### src/rtl/cache_ctrl.sv
// cache_ctrl: direct-mapped, write-through, no-write-allocate, one-word-per-line
// cache controller between a processor port and a shared memory bus requester.
// Read hits are answered locally; read misses and all writes go to the bus and
// are held there until a rising edge of mem_en marks completion.
//
// Ports:
//   clk, reset            clock, synchronous active-high reset
//   cpu_rw/addr/wdata     processor request (held until cpu_ready)
//   cpu_rdata, cpu_ready  read data and one-cycle completion pulse
//   mem_rw/addr/wdata     bus request (non-IDLE = pending)
//   mem_rdata, mem_en     bus read data and completion flag
//   hit_cnt, miss_cnt     saturating request statistics (CACHE_STATS_EN only)
//
// Optional feature macro: CACHE_STATS_EN adds the hit/miss counters.
module cache_ctrl #(
   parameter int unsigned ADDR_W  = 8,
   parameter int unsigned WORD_W  = 8,
   parameter int unsigned INDEX_W = 2
) (
   input  logic              clk,
   input  logic              reset,
   input  logic [1:0]        cpu_rw,
   input  logic [ADDR_W-1:0] cpu_addr,
   input  logic [WORD_W-1:0] cpu_wdata,
   output logic [WORD_W-1:0] cpu_rdata,
   output logic              cpu_ready,
   output logic [1:0]        mem_rw,
   output logic [ADDR_W-1:0] mem_addr,
   output logic [WORD_W-1:0] mem_wdata,
   input  logic [WORD_W-1:0] mem_rdata,
   input  logic              mem_en
`ifdef CACHE_STATS_EN
   ,
   output logic [15:0]       hit_cnt,
   output logic [15:0]       miss_cnt
`endif
);

   localparam int unsigned LINES = 1 << INDEX_W;
   localparam int unsigned TAG_W = ADDR_W - INDEX_W;

   localparam logic [1:0] RW_IDLE = 2'd0;
   localparam logic [1:0] RW_RD   = 2'd1;
   localparam logic [1:0] RW_WT   = 2'd2;

   typedef enum logic [1:0] {S_IDLE, S_RD_MISS, S_WR, S_DONE} state_e;

   state_e            state_q, state_d;
   logic              cpu_ready_q, cpu_ready_d;
   logic [WORD_W-1:0] cpu_rdata_q, cpu_rdata_d;
   logic [1:0]        mem_rw_q, mem_rw_d;
   logic [ADDR_W-1:0] mem_addr_q, mem_addr_d;
   logic [WORD_W-1:0] mem_wdata_q, mem_wdata_d;
   logic              mem_en_q, mem_en_d;

   logic [LINES-1:0]  valid_q, valid_d;
   logic [TAG_W-1:0]  tag_q  [LINES];
   logic [TAG_W-1:0]  tag_d  [LINES];
   logic [WORD_W-1:0] data_q [LINES];
   logic [WORD_W-1:0] data_d [LINES];

   logic [INDEX_W-1:0] cpu_idx, fill_idx;
   logic [TAG_W-1:0]   cpu_tag, fill_tag;
   logic               hit;
   logic               mem_done;

   assign cpu_idx  = cpu_addr[INDEX_W-1:0];
   assign cpu_tag  = cpu_addr[ADDR_W-1:INDEX_W];
   // Fill uses the latched bus address, which is stable for the whole miss.
   assign fill_idx = mem_addr_q[INDEX_W-1:0];
   assign fill_tag = mem_addr_q[ADDR_W-1:INDEX_W];
   assign hit      = valid_q[cpu_idx] && (tag_q[cpu_idx] == cpu_tag);
   // Only a rising edge completes, so a level left high by the previous
   // transfer cannot finish the next one early.
   assign mem_done = mem_en && !mem_en_q;

   // Next-state, bus request and array update logic.
   always_comb begin
      state_d     = state_q;
      cpu_ready_d = 1'b0;
      cpu_rdata_d = cpu_rdata_q;
      mem_rw_d    = mem_rw_q;
      mem_addr_d  = mem_addr_q;
      mem_wdata_d = mem_wdata_q;
      mem_en_d    = mem_en;
      valid_d     = valid_q;
      tag_d       = tag_q;
      data_d      = data_q;

      case (state_q)
         S_IDLE: begin
            if (cpu_rw == RW_RD) begin
               if (hit) begin
                  cpu_rdata_d = data_q[cpu_idx];
                  cpu_ready_d = 1'b1;
                  state_d     = S_DONE;
               end else begin
                  mem_rw_d   = RW_RD;
                  mem_addr_d = cpu_addr;
                  state_d    = S_RD_MISS;
               end
            end else if (cpu_rw == RW_WT) begin
               mem_rw_d    = RW_WT;
               mem_addr_d  = cpu_addr;
               mem_wdata_d = cpu_wdata;
               if (hit) begin
                  data_d[cpu_idx] = cpu_wdata;
               end
               state_d = S_WR;
            end
         end
         S_RD_MISS: begin
            if (mem_done) begin
               valid_d[fill_idx] = 1'b1;
               tag_d[fill_idx]   = fill_tag;
               data_d[fill_idx]  = mem_rdata;
               cpu_rdata_d       = mem_rdata;
               cpu_ready_d       = 1'b1;
               mem_rw_d          = RW_IDLE;
               state_d           = S_DONE;
            end
         end
         S_WR: begin
            if (mem_done) begin
               cpu_ready_d = 1'b1;
               mem_rw_d    = RW_IDLE;
               state_d     = S_DONE;
            end
         end
         S_DONE: begin
            state_d = S_IDLE;
         end
         default: begin
            state_d = S_IDLE;
         end
      endcase
   end

   // Control and output registers.
   always_ff @(posedge clk) begin
      if (reset) begin
         state_q     <= S_IDLE;
         cpu_ready_q <= 1'b0;
         cpu_rdata_q <= '0;
         mem_rw_q    <= RW_IDLE;
         mem_addr_q  <= '0;
         mem_wdata_q <= '0;
         mem_en_q    <= 1'b0;
         valid_q     <= '0;
      end else begin
         state_q     <= state_d;
         cpu_ready_q <= cpu_ready_d;
         cpu_rdata_q <= cpu_rdata_d;
         mem_rw_q    <= mem_rw_d;
         mem_addr_q  <= mem_addr_d;
         mem_wdata_q <= mem_wdata_d;
         mem_en_q    <= mem_en_d;
         valid_q     <= valid_d;
      end
   end

   // Tag and data storage; contents are qualified by valid_q, so no reset.
   always_ff @(posedge clk) begin
      tag_q  <= tag_d;
      data_q <= data_d;
   end

   assign cpu_ready = cpu_ready_q;
   assign cpu_rdata = cpu_rdata_q;
   assign mem_rw    = mem_rw_q;
   assign mem_addr  = mem_addr_q;
   assign mem_wdata = mem_wdata_q;

`ifdef CACHE_STATS_EN
   logic [15:0] hit_cnt_q, hit_cnt_d;
   logic [15:0] miss_cnt_q, miss_cnt_d;

   // One count per processor request accepted in S_IDLE; both saturate.
   always_comb begin
      hit_cnt_d  = hit_cnt_q;
      miss_cnt_d = miss_cnt_q;
      if ((state_q == S_IDLE) && ((cpu_rw == RW_RD) || (cpu_rw == RW_WT))) begin
         if (hit) begin
            if (hit_cnt_q != 16'hFFFF) hit_cnt_d = hit_cnt_q + 16'd1;
         end else begin
            if (miss_cnt_q != 16'hFFFF) miss_cnt_d = miss_cnt_q + 16'd1;
         end
      end
   end

   always_ff @(posedge clk) begin
      if (reset) begin
         hit_cnt_q  <= '0;
         miss_cnt_q <= '0;
      end else begin
         hit_cnt_q  <= hit_cnt_d;
         miss_cnt_q <= miss_cnt_d;
      end
   end

   assign hit_cnt  = hit_cnt_q;
   assign miss_cnt = miss_cnt_q;
`endif

endmodule

### config.mk
export PLATFORM = sky130hd
export DESIGN_NAME = cache_ctrl
export DESIGN_NICKNAME = d
export VERILOG_FILES = /design/src/rtl/cache_ctrl.sv
export SDC_FILE = /design/constraint.sdc
export NUM_CORES = 1
export LEC_CHECK = 0
export CAP_MARGIN = 5
export CORE_UTILIZATION = 55
export CTS_BUF_LIST = sky130_fd_sc_hd__clkbuf_16
export DETAILED_ROUTE_END_ITERATION = 10
export PLACE_DENSITY = 0.89
export SLEW_MARGIN = 20
export SYNTH_ARGS = -nofsm -noshare
export SYNTH_HDL_FRONTEND = slang
export SYNTH_SLANG_ARGS = --single-unit
### constraint.sdc
create_clock -name clk -period 5.1 [get_ports clk]
set_input_delay 1.53 -clock clk [delete_from_list [all_inputs] [get_ports clk]]
set_output_delay 1.53 -clock clk [all_outputs]
set_load 0.02 [all_outputs]
==> results of run 1 <==
[per-layer routing]
metal  up-vias  wire (um)  GRT usage (%)
met5         -          0              0
met4         0        196           10.8
met3        19        867           6.09
met2       182       4940           41.7
met1      1548       4180           35.2
li1       1472          -              -
[worst max-delay path: stages]
cell and delay [ps]:
clkdlybuf4s50_1 870, buf_4 380, mux2i_1 250, xor2_1 240, nand4_1 190, a2111oi_4 470, a31oi_1 240, nor3_1 240
buf_4 210
[cell usage after synthesis, types with 10 or more instances]
cell	number	area, um2
edfxtp_1	56	1680
clkbuf_1	16	60.1
nand3_1	10	50.1
nand2b_1	28	175
nand2_1	56	210
nor2b_1	11	68.8
mux4_2	10	225
mux2i_1	17	170
a21oi_1	23	115
nor2_1	16	60.1
o21ai_0	35	175
dfxtp_1	34	681
[through the flow]
stage | utilization (%) | instances | instance area, um2 | setup slack, ps | hold WS [ps]
floorplan | - | 378 | 4230 | 814 | 435
global placement | 66.8 | 523 | 4900 | 464 | 445
detailed placement | 66.8 | 523 | 4900 | 264 | 452
CTS | 71.1 | 539 | 5210 | 540 | 460
global route | 71.0 | 539 | 5200 | 301 | 482
finish | 71.0 | 539 | 5200 | 516 | 455
[cell families after synthesis]
group	share of synthesized area, %
AO/OA/AOI/OAI	10.2
XOR/XNOR	1.03
adder cells (fa/ha/maj)	1.77
buffers and inverters	2.84
flip-flops	55.8
multiplexers	11.7
AND/OR/NAND/NOR	16.6
[flip-flops by register name, indices dropped and copies added, names as in the netlist]
| register | count |
|---|---|
| cpu_rdata | 8 |
| cpu_ready | 1 |
| mem_rw | 2 |
| mem_en_q | 1 |
| valid_q | 4 |
| data_q | 32 |
| tag_q | 24 |
| mem_wdata | 8 |
| mem_addr | 8 |
| state_q | 2 |
[path summary, 6_finish.rpt]
path | startpoint | end | slack [ps] | cells past startpoint
setup / recovery | cpu_addr[0] | data_q[31] | 520 | 9
hold / removal | mem_wdata[7] | mem_wdata[7] | 460 | 2
setup reg to reg | tag_q[4] | data_q[31] | 2420 | 7
hold reg to reg | mem_wdata[7] | mem_wdata[7] | 460 | 2
[placed cells by master, fill, tap and decap left out, types with 2 or more instances in the layout]
cell,netlist,layout
clkdlybuf4s50_1,0,54
dfxtp_1,34,34
nor3b_1,4,4
xor2_1,4,4
and3b_1,2,2
nand3b_1,2,2
o21ai_0,35,35
nand4_1,3,3
clkinv_2,0,2
mux4_2,10,10
nand2b_1,28,28
or4_1,2,2
a31oi_1,3,3
inv_1,8,9
nor2_1,16,16
a21oi_1,23,23
buf_4,0,11
clkbuf_16,0,9
ha_1,6,6
bufinv_16,0,2
mux2_2,9,9
nand2_1,56,56
mux2i_1,17,17
nor2b_1,11,11
nand3_1,10,10
nor3_1,7,7
edfxtp_1,56,56
[area by class of cell]
class | count | area, um2 | area share (%)
multi-input cells | 260 | 1750 | 33.6
repair buffers | 66 | 628 | 12.1
clock buffers | 9 | 225 | 4.33
well taps | 99 | 124 | 2.38
inverters | 8 | 30.0 | 0.577
flip-flops and latches | 90 | 2360 | 45.4
clock inverters | 7 | 85.1 | 1.64
[power groups by stage]
stage | clock network, mW | registers [mW] | logic, mW
floorplan | 0 | 0.972 | 0.309
global placement | 0 | 0.947 | 0.500
detailed placement | 0 | 0.955 | 0.522
CTS | 0.691 | 0.942 | 0.530
global route | 0.725 | 0.951 | 0.578
finish | 0.688 | 0.944 | 0.535
==> summary.md, run 1 <==
| Metric | Value |
|---|---|
| Power share of the clock group | 31.8% |
| Crit Path Max Fanout | 16 |
| First-pass GRT wire length | between 15 and 20 mm |
| Post_cts resized | 0 |
| Vias per cell | around 6.0 |
| RSZ-0062 raised after global routing | false |
| Logic pwr share | 24.7% |
| Skew-Pair Late Insertion Delay | about 340 ps |
| Worst Path Arrival | 4630 ps |
| Register area share after synthesis | approximately 56% |
| Tot Pwr | approximately 2.2 mW |
| # diodes | 0 |
| Drt total wl | 10.2 mm |
| Post-detailed-route DRC marker count | 0 |
| # hold bufs at CTS | 0 |
| Max Cap Viol | 0 |
| DR WL/cell | ~19 um |
| Sequential group share of total power | between 40% and 50% |
| Ys async rst share | 0% |
| Setup Crit Path Kind | primary input to flop |
| Worst VDD drop | 0.295 mV |
| Period minus WS final | around 4600 ps |
| Initial antenna violation count | 0 |
| Postcts setup bufs | 0 |
| TritonCTS Buffers | 9 |
| Post-synthesis instance area | between 4000 and 5000 um2 |
| Largest net degree at the start of global routing | 37 |
| Startpoint types | primary input |
| Avg Cell Area, Syn | ~11 um2 |
| Final Skew | 5.66 ps |
| Setup tns final | 0 ps |
| Critical Path End Type | flop |
| Worst hold path class | flop to flop |
| Ports | 56 |
| Synthesized netlist net count | approximately 410 |
| Primary FF master, synth | edfxtp_1 |
| TritonCTS clock tree | yes |
| GR Util All Layers | approximately a quarter |
| Leakage | approximately 1.8 nW |
| Core Box Area | between 7000 and 8000 um2 |
| Slew headroom | 38.2% |
| Sw Ratio | approximately 30% |
| Share of post-route cells with drive strength above 1 | a little under an eighth |
| Die Y | 89.7 um |
| Fin crit share | between 80% and 90% |
| Pre-antenna DRT Iters | 5 |
| Yosys reg bits | 90 |
| Number of enable flip-flop cells after synthesis | 56 |
| Htree depth | 3 |
| Num rows | 31 |
| Fillers | between 400 and 500 |
| Final Hold Viols | 0 |
| Endpoints failing setup | 0 |
| Switching pwr | 0.640 mW |
| Vias in the first global route | just over 3000 |
| Outcome | completed |
| TritonCTS Sinks | 90 |
| Routed Antenna Nets | 0 |
| Fmax achieved | around 0.22 GHz |
| Clock-pin slew on the worst setup and hold paths | roughly 60 ps |
| Clk root buf | clkbuf_16 |
| RePlAce Congestion | 0.897 |
| Iteration-0 DRC Markers | between 300 and 400 |
| Clock buffer depth | 2 |
| Worst Max-Slew Pin Slew | just over 900 ps |
| Slew Viols, Final | 0 |
| Area delta synth->final | 23.0% |
| Die ar. | 8050 um2 |
| IO Port Bufs | 55 |
| Dpl hpwl | between 6 and 7 mm |
| Cells after synthesis | ~380 |
| Via count | 3221 |
| Initial Utilization | between 50% and 60% |
| Library cells used by synthesis | 37 |
| Overflow after GRT | 0 |
| Ys Warns | 0 |
| Layout net count | 470 |
| Die W | between 80 and 90 um |
| Internal power | 1.53 mW |
| CP required | about 5100 ps |
| PwrDens | roughly 420 nW/um2 |
Power figures use the tool's default switching activity.
==> run 2, diff against run 1 <==
- SLEW_MARGIN: 20 -> 25
==> results of run 2 <==
No change in the layout: final DEF, timing and power equal those of run 1.
==> RTL edit: new RTL, settings of run 2 <==
Take the reset off `cpu_rdata_q` and load it in a clocked block of its own.
--- a/src/rtl/cache_ctrl.sv
+++ b/src/rtl/cache_ctrl.sv
@@ -143,3 +143,2 @@
          cpu_ready_q <= 1'b0;
-         cpu_rdata_q <= '0;
          mem_rw_q    <= RW_IDLE;
@@ -152,3 +151,2 @@
          cpu_ready_q <= cpu_ready_d;
-         cpu_rdata_q <= cpu_rdata_d;
          mem_rw_q    <= mem_rw_d;
@@ -159,2 +157,6 @@
       end
+   end
+
+   always_ff @(posedge clk) begin
+      cpu_rdata_q <= cpu_rdata_d;
    end
Function: differs if reset is asserted again (counterexample within 4 cycles, from zero or initial values and one cycle with reset high); with reset held inactive, the same outputs for 4 cycles.
==> RTL edit against run 2 <==
- sequential cell count is the same
- combinational power shrank 11%
- fmax grew 5.6%
- design area shrank 1.9%
- area after synthesis shrank 1.7%
- wire length shrank 4.9%
- critical endpoint is now data_q[18]$_DFFE_PP_
- sequential share of layout area grew 2.4 points
- total power shrank 4.5%
- setup slack gained 240 ps
- critical path depth shrank 2
==> RTL edit: results (changes against run 2) <==
stage	metric	value	unit	change
status	status	finished, final reports clean		unchanged
synth	Commonest cells post-synth	64 x edfxtp_1, 55 x nand2_1, 42 x o21ai_0, 26 x dfxtp_1, 24 x nor2_1		was 56 x edfxtp_1, 56 x nand2_1, 35 x o21ai_0, 34 x dfxtp_1, 28 x nand2b_1
synth	register area share after synthesis	58.7	%	was 55.8%
timing	setup TNS	0	ps	unchanged
grt	first-pass GRT wire length	15100	um	was 16300 um
timing	max_slew headroom	35.4	%	was 38.2%
power	leak pwr	1.82	nW	was 1.85 nW
cts	clk slew on worst S/H paths	60	ps	about the same
cts	Clk Latency, worst-skew pair	340	ps	about the same
placed_design	placed insts	503		was 523
synth	Synth Warn #	0		unchanged
placed_design	RD Place Congestion	0.867		was 0.897
power	worst vdd ir	0.299	mV	was 0.295 mV
synth	asr flop ratio synth	0	%	unchanged
final_layout	# fillers	505		was 464
final_layout	share of cells above drive strength 1	7.86	%	was 11.4%
placed_design	Buffers on Ports	55		unchanged
synth	Post-synth EDFFs	64		was 56
cts	post-cts gate resize count	0		unchanged
synth	Area contributors post-synth	edfxtp_1 46%, dfxtp_1 13%, o21ai_0 5.1%		was edfxtp_1 40%, dfxtp_1 16%, mux4_2 5.3%
cts	Root Buffer	clkbuf_16		unchanged
synth	multiplexer area fraction after synthesis	10.3	%	was 11.7%
detailed_routing	total wire length	9690	um	was 10200 um
synth	Synth Area in Compound Gates	9.38	%	was 10.2%
synth	synthesized net count	396		was 413
cts	CTS Buffer Depth	2		unchanged
synth	Synth cell types	39		was 37
setup_path	maximum fanout along the worst path	8		was 16
detailed_routing	iteration-0 DRC count of the detailed router	492		was 387
detailed_routing	routed vias	3096		was 3221
detailed_routing	drt pass-1 iters	5		unchanged
grt	initial antenna violation count	0		unchanged
grt	total track usage	26.7	%	was 26.4%
final_layout	Layout Nets	450		was 470
final_layout	Largest regs	data_q x32, tag_q x24		unchanged
synth	xor and xnor area share after synthesis	1.89	%	was 1.03%
detailed_routing	vias per cell	5.97		was 5.98
placed_design	Post-DP HPWL	6850	um	was 6980 um
cts	CTS Buf Count	9		unchanged
grt	vias in the first global route	2943		was 3094
grt	pin count of the biggest net entering global routing	29		was 37
min_path	hold crit path type	flip-flop to flip-flop		unchanged
synth	Syn Area/Cell	11.5	sq um	was 11.2 sq um
cts	CTS H-Tree Depth	3		unchanged
timing	clk_skew	6.76	ps	was 5.66 ps
cts	postcts setup bufs	0		unchanged
detailed_routing	Routed Antenna Nets	0		unchanged
final_layout	# diodes	0		unchanged
setup_path	Arrival @ worst endpoint	4320	ps	was 4630 ps
synth	Post-Synth Adder-Cell Area	1.80	%	was 1.77%
[RTL edit: area by class of cell]
| type | count | area share, % |
|---|---|---|
| multi-input combinational | 236 | 30.5 |
| inverter | 14 | 1.03 |
| timing repair buffer | 64 | 12.1 |
| clock buffer | 9 | 4.41 |
| sequential | 90 | 47.8 |
| clock inverter | 7 | 1.72 |
| tap | 99 | 2.43 |
[RTL edit: critical path, stage by stage]
cell and delay, ps:
clkdlybuf4s50_1 650, mux4_1 620, xor2_1 160, nor2_1 100, o2111a_1 460, a21oi_1 250, nor2_1 550
[RTL edit: power breakdown]
group,internal (mW),total (mW),switching (mW)
logic,0.189,0.477,0.289
registers,0.861,0.901,0.0403
clock network,0.425,0.693,0.268
[RTL edit: routing by layer]
| layer | share of wire [%] | GRT usage [%] | wire length [um] |
|---|---|---|---|
| met1 | 38 | 33.6 | 3640 |
| met2 | 49 | 42.0 | 4760 |
| met3 | 9.9 | 7.57 | 964 |
| met4 | 3.4 | 14.7 | 333 |
| met5 | 0 | 0 | 0 |
[RTL edit: cells by family after synthesis]
logic type,after synthesis
flip-flops,90
adder cells (fa/ha/maj),6
AO/OA/AOI/OAI,68
buffers and inverters,35
AND/OR/NAND/NOR,126
XOR/XNOR,9
multiplexers,27
[RTL edit: through the flow]
stage	worst slack, ps	util, %	instance area [sq um]
2_1_floorplan	1450	-	4160
3_5_place_dp	448	65.7	4790
3_3_place_gp	564	65.7	4790
6_report	757	70.0	5110
4_1_cts	802	70.0	5110
5_1_grt	630	70.0	5110
[RTL edit: path summary, 6_finish.rpt]
check | from | end | slack, ps | cells after the start
min | mem_wdata[0]$_SDFFE_PP0P_ | mem_wdata[0]$_SDFFE_PP0P_ | 450 | 2
max reg2reg | state_q[1]$_SDFFE_PP0P_ | data_q[18]$_DFFE_PP_ | 2190 | 6
max | cpu_addr[0] | data_q[18]$_DFFE_PP_ | 760 | 7
min reg2reg | mem_wdata[0]$_SDFFE_PP0P_ | mem_wdata[0]$_SDFFE_PP0P_ | 450 | 2
